<file path="config.mk">
export PLATFORM = sky130hd
export DESIGN_NAME = mem_arbiter
export DESIGN_NICKNAME = d
export VERILOG_FILES = /design/src/rtl/mem_arbiter.sv
export SDC_FILE = /design/constraint.sdc
export NUM_CORES = 1
export LEC_CHECK = 0
export BUFFER_PORTS_ARGS = -buffer_cell sky130_fd_sc_hd__buf_2
export CORE_AREA = 4 4 112 114
export CTS_BUF_LIST = sky130_fd_sc_hd__clkbuf_8
export DETAILED_ROUTE_END_ITERATION = 7
export DIE_AREA = 0 0 116 118
export PLACE_DENSITY = 0.53
export SLEW_MARGIN = 30
export SYNTH_ARGS = -nofsm -noshare
export SYNTH_HDL_FRONTEND = slang
export SYNTH_SLANG_ARGS = --single-unit
</file>
<file path="constraint.sdc">
create_clock -name clk -period 3.1 [get_ports clk]
set_input_delay 0.62 -clock clk [delete_from_list [all_inputs] [get_ports clk]]
set_output_delay 0.62 -clock clk [all_outputs]
set_load 0.02 [all_outputs]
</file>
<file path="src/rtl/mem_arbiter.sv">
// Two-master round-robin arbiter in front of a single-port synchronous word RAM.
// Master 0 is the CPU data port and master 1 is the debug/firmware loader.
// Grants are combinational in IDLE. A read, or any out-of-range access, spends one
// RESP cycle returning rvalid to the master that was granted.

// Checks whether a word index falls inside the RAM.
module mem_arbiter_range #(
   parameter int ADDR_WIDTH  = 32,
   parameter int DEPTH_WORDS = 4096
) (
   input  logic [ADDR_WIDTH-3:0] word_idx,
   output logic                  in_range
);
   assign in_range = ({2'b00, word_idx} < ADDR_WIDTH'(DEPTH_WORDS));
endmodule

module mem_arbiter #(
   parameter int ADDR_WIDTH  = 32,
   parameter int DEPTH_WORDS = 4096,
   parameter int MEM_AW      = 12
) (
   input  logic                  clk,
   input  logic                  rst,
   input  logic                  m0_req,
   input  logic                  m0_we,
   input  logic [ADDR_WIDTH-1:0] m0_addr,
   input  logic [31:0]           m0_wdata,
   input  logic [3:0]            m0_wstrb,
   output logic                  m0_gnt,
   output logic                  m0_rvalid,
   output logic [31:0]           m0_rdata,
   output logic                  m0_err,
   input  logic                  m1_req,
   input  logic                  m1_we,
   input  logic [ADDR_WIDTH-1:0] m1_addr,
   input  logic [31:0]           m1_wdata,
   input  logic [3:0]            m1_wstrb,
   output logic                  m1_gnt,
   output logic                  m1_rvalid,
   output logic [31:0]           m1_rdata,
   output logic                  m1_err,
   output logic                  mem_en,
   output logic [3:0]            mem_we,
   output logic [MEM_AW-1:0]     mem_addr,
   output logic [31:0]           mem_wdata,
   input  logic [31:0]           mem_rdata
);
   typedef enum logic {IDLE, RESP} state_t;

   state_t state_q, state_d;
   logic   last_grant_q, last_grant_d;
   logic   resp_m_q, resp_m_d;
   logic   err_pending_q, err_pending_d;

   // Per-master views so the selection logic can index by master number
   logic [1:0]                 req, we, in_range;
   logic [1:0][ADDR_WIDTH-1:0] addr;
   logic [1:0][31:0]           wdata, rdata;
   logic [1:0][3:0]            wstrb;
   logic [1:0]                 gnt, rvalid, err;
   logic                       sel;
   logic                       unused_addr_lsb;

   assign req   = {m1_req, m0_req};
   assign we    = {m1_we, m0_we};
   assign addr  = {m1_addr, m0_addr};
   assign wdata = {m1_wdata, m0_wdata};
   assign wstrb = {m1_wstrb, m0_wstrb};

   // Byte-offset bits are don't-care; the RAM is word addressed
   assign unused_addr_lsb = ^{m0_addr[1:0], m1_addr[1:0]};

   for (genvar i = 0; i < 2; i++) begin : g_port
      mem_arbiter_range #(
         .ADDR_WIDTH  (ADDR_WIDTH),
         .DEPTH_WORDS (DEPTH_WORDS)
      ) u_range (
         .word_idx (addr[i][ADDR_WIDTH-1:2]),
         .in_range (in_range[i])
      );
   end

   // Arbitration, RAM drive and response steering for the current state
   always_comb begin
      state_d       = state_q;
      last_grant_d  = last_grant_q;
      resp_m_d      = resp_m_q;
      err_pending_d = err_pending_q;
      sel           = 1'b0;
      gnt           = '0;
      rvalid        = '0;
      rdata         = '0;
      err           = '0;
      mem_en        = 1'b0;
      mem_we        = '0;
      mem_addr      = '0;
      mem_wdata     = '0;
      case (state_q)
         IDLE: begin
            // No grant while reset is held, even though the state already reads IDLE
            if (!rst && (|req)) begin
               // When both masters request, the master that was not granted last wins
               sel          = (req[0] & req[1]) ? ~last_grant_q : req[1];
               gnt[sel]     = 1'b1;
               last_grant_d = sel;
               if (in_range[sel]) begin
                  mem_en    = 1'b1;
                  mem_addr  = addr[sel][MEM_AW+1:2];
                  mem_wdata = wdata[sel];
                  mem_we    = we[sel] ? wstrb[sel] : 4'b0000;
                  if (!we[sel]) begin
                     state_d       = RESP;
                     resp_m_d      = sel;
                     err_pending_d = 1'b0;
                  end
               end else begin
                  // Out-of-range accesses never reach the RAM but still get a response
                  state_d       = RESP;
                  resp_m_d      = sel;
                  err_pending_d = 1'b1;
               end
            end
         end
         RESP: begin
            rvalid[resp_m_q] = 1'b1;
            rdata[resp_m_q]  = err_pending_q ? 32'h0 : mem_rdata;
            err[resp_m_q]    = err_pending_q;
            state_d          = IDLE;
         end
         default: state_d = IDLE;
      endcase
   end

   // State registers; last_grant resets to 1 so master 0 wins the first contested cycle
   always_ff @(posedge clk or posedge rst) begin
      if (rst) begin
         state_q       <= IDLE;
         last_grant_q  <= 1'b1;
         resp_m_q      <= 1'b0;
         err_pending_q <= 1'b0;
      end else begin
         state_q       <= state_d;
         last_grant_q  <= last_grant_d;
         resp_m_q      <= resp_m_d;
         err_pending_q <= err_pending_d;
      end
   end

   assign m0_gnt    = gnt[0];
   assign m0_rvalid = rvalid[0];
   assign m0_rdata  = rdata[0];
   assign m0_err    = err[0];
   assign m1_gnt    = gnt[1];
   assign m1_rvalid = rvalid[1];
   assign m1_rdata  = rdata[1];
   assign m1_err    = err[1];
endmodule
</file>
==> summary.md <==
| Metric | Value |
|---|---|
| Status | `finished, final reports clean` |
| Leak Pwr | `1.954 nW` |
| Most repeated cell in the gate-level netlist after synthesis | `sky130_fd_sc_hd__nand2_1` |
| Final clock period utilization by the worst path | `96.21%` |
| Routability cong. | `0.7867` |
| Clock-pin slew of the registers on the worst-case setup and hold paths | `0.03 ns` |
| I/O pin count | `293` |
| Core region area | `11,420 sq um` |
| Global-route congestion overflow total | `0` |
| Maximum Capacitance Violations | `0` |
| Max clock buf depth | `2` |
| Number of antenna repair diodes | `0` |
| Vert. Die Dim | `118 microns` |
| Source of the worst register-to-register timing path | `last_grant_q$_DFFE_PP1P_` |
| Async set-or-reset flop fraction in the synthesized netlist | `100.0%` |
| Synth Flop Type | `sky130_fd_sc_hd__dfrtp_1` |
| Global-route total usage across every layer | `12.82%` |
| Mux contribution to synthesized area | `0%` |
| Placed insts | `726` |
| Number of buffers inserted by hold repair at cts | `0` |
| First-pass iteration count of the detailed router | `4` |
| Class of the tightest hold or removal check | `in2async` |
| Nature of the critical path endpoint | `primary output` |
| Wire length after detailed routing | `9.679 mm` |
| Distinct cells, synth | `25` |
| Final hold violations | `0` |
| Total number of vias | `2,973` |
| Yosys warns | `0` |
| Clock sinks | `4` |
| CTS H-tree depth | `1` |
| Endpoint of the most critical register-to-register path | `resp_m_q$_DFFE_PP0P_` |
| Cells after synthesis | `307` |
| Achievable Freq | `335.3 MHz` |
| Post-synthesis cell area | `1594 sq um` |
| Power per standard cell area | `173.5 nW/um^2` |
| Worst-path maximum fanout | `13` |
| Number of antenna violations at the first check in global routing | `0` |
| Fraction of synthesized cell area in xor and xnor cells | `0%` |
| Top cell type's share of synthesized area | `30.14%` |
| Area enclosed by the die boundary | `13,690 sq um` |
| Worst skew pair latency | `0.21 ns` |
| Via density | `4.073` |
| Final setup violating endpoints | `0` |
| Yosys top cell by area | `sky130_fd_sc_hd__nand2_1` |
| Clk Tree Root Cell | `sky130_fd_sc_hd__clkbuf_8` |
| Number of nets still failing antenna checks after routing | `0` |
| EDFF count, synth | `0` |
| Mean Syn Cell Area | `5.192 sq um` |
| Clock tree from TritonCTS | `yes` |
| Cts bufs inserted | `3` |
| Data arrival time of the critical path | `2.36 ns` |
| Number of violations reported at the end of detailed-routing iteration 0 | `58` |
| Final #Nets | `762` |
| Layout cells sized above 1 | `59.45%` |
| Flop-to-flop setup slack | `1.33 ns` |
| Cell depth of the worst flop-to-flop path | `6` |
| Remaining max-slew budget at the tightest pin | `63.77%` |
| Kind of launch point of the worst setup path | `primary input` |
| CTS-repair resized insts | `0` |
| Largest cells by area after synthesis | `sky130_fd_sc_hd__nand2_1 30%, sky130_fd_sc_hd__a21oi_2 21%, sky130_fd_sc_hd__nor2_1 17%, sky130_fd_sc_hd__dfrtp_1 4.7%, sky130_fd_sc_hd__clkbuf_1 4.5%` |
| Min Tclk post-route | `2.982 ns` |
| Number of global-route vias before repair | `2,808` |
| WL per Instance | `13.26 microns` |
| Commonest cells post-synth | `128 x sky130_fd_sc_hd__nand2_1, 73 x sky130_fd_sc_hd__nor2_1, 39 x sky130_fd_sc_hd__a21oi_2, 19 x sky130_fd_sc_hd__clkbuf_1, 6 x sky130_fd_sc_hd__nor4_1` |
| Die span in x | `116 microns` |
| Worst Path Required | `2.48 ns` |
| Setup TNS | `0 ns` |
| Initial core utilization | `13.96%` |
| Number of buffers added for setup after CTS | `0` |
| Maximum number of pins on one net before global-route repair | `52` |
| CP Class | `in2out` |
| Area growth from synthesis to layout | `106.8%` |
| First-pass GRT wire length | `14.28 mm` |
| Placement row count | `39` |
| HPWL after detailed placement | `8.340 mm` |
| Worst hold-check slack | `0.2840 ns` |
| Synthesized netlist net count | `481` |
| Dominant combinational cell family by area after synthesis | `simple AND/OR/NAND/NOR gates` |
| #FFs+latches synth | `4` |
| Port Buf Inserts | `288` |
| Non-Filler Instances | `730` |
| Simple-gate area share of the yosys netlist | `54.47%` |
| Tightest Pin Transition | `0.5427 ns` |
| Peak VDD IR | `0.1180 mV` |
| Compound-gate portion of the synthesized area | `30.14%` |
| Area share of fa/ha/maj cells after synthesis | `0%` |
| Clk_skew | `0.002912 ns` |
| Final Max Slew Viols | `0` |
| Fraction of the yosys area taken by sequential cells | `6.358%` |
| Setup repair after global routing missed its margin | `false` |
| Number of DRC violations after detailed routing | `0` |
-- cells by family after synthesis --
| kind of cell | Yosys count |
|---|---|
| buffers and inverters | 30 |
| DFF | 4 |
| and+or+nand+nor | 214 |
| AOI/OAI and AO/OA | 59 |
-- per-layer routing --
metal | track usage, % | routed length [microns] | vias to the layer above
li1 | - | - | 1553
met1 | 15.01 | 3518 | 1244
met2 | 24.46 | 5119 | 172
met3 | 2.365 | 1002 | 4
met4 | 1.305 | 39 | 0
met5 | 0 | 0 | -
-- placed cells by master, fill, tap and decap left out, drive strengths merged --
master  netlist  layout
nand2       128     128
a21boi        1       1
inv           5       7
o21ai         4       4
o211ai        2       2
a21bo         1       1
or4           2       2
nand4         2       2
buf           5     300
nand2b        1       1
dfrtp         3       3
a32oi         4       4
nor4          8       8
o21a          2       2
dfstp         1       1
a21oi        44      44
clkbuf       19       3
nor2         73      73
o31ai         1       1
-- stage by stage --
stage                     power [mW]  utilization [%]  setup slack, ns  cell area, sq um
after floorplan               0.2795                -           0.3738              1594
after global placement        0.4709            28.48          0.09200              3252
after detailed placement      0.4703            28.48          0.08334              3252
after CTS                     0.5863            28.87          0.07498              3297
after global routing          0.6301            28.87        0.0003639              3297
final                         0.5721            28.87           0.1175              3297
-- critical path: stages --
cell,delay [ns]
sky130_fd_sc_hd__buf_2,0.09
sky130_fd_sc_hd__or4_1,0.56
sky130_fd_sc_hd__nor4_4,0.38
sky130_fd_sc_hd__o21ai_4,0.16
sky130_fd_sc_hd__buf_12,0.18
sky130_fd_sc_hd__a21oi_1,0.17
sky130_fd_sc_hd__buf_2,0.20
-- worst max-delay path by stage --
| stage | start | cells past startpoint | slack, ns | to |
|---|---|---|---|---|
| final | m0_addr[30] | 7 | 0.12 | mem_addr[2] |
| after global placement | m0_addr[30] | 7 | 0.09 | mem_wdata[31] |
| after detailed placement | m0_addr[30] | 7 | 0.08 | mem_addr[1] |
| after CTS | m0_addr[30] | 7 | 0.07 | mem_addr[1] |
| after global routing | m0_addr[21] | 8 | 0.0004 | mem_addr[2] |
| after floorplan | m0_addr[30] | 5 | 0.37 | mem_addr[10] |
-- flip-flops by register name, summed over array words and instances, names as in the netlist --
signal,cells
state_q,1
last_grant_q,1
err_pending_q,1
resp_m_q,1
-- area by class of cell --
| class | instances | area (sq um) |
|---|---|---|
| clock buffer | 3 | 41.29 |
| sequential | 4 | 101.3 |
| tap | 143 | 178.9 |
| clock inverter | 1 | 3.754 |
| multi-input combinational | 273 | 1368 |
| fill | 1324 | 8122 |
| inverter | 6 | 22.52 |
| timing repair buffer | 300 | 1582 |
-- where the power goes --
part           switching (mW)  internal, mW  leakage (nW)  total, mW
combinational           0.237         0.154          1.88      0.391
sequential            0.00755        0.0622        0.0464     0.0697
clock                  0.0268        0.0844        0.0269      0.111
total                   0.272         0.301          1.95      0.572
(Power assumes the default switching activity.)
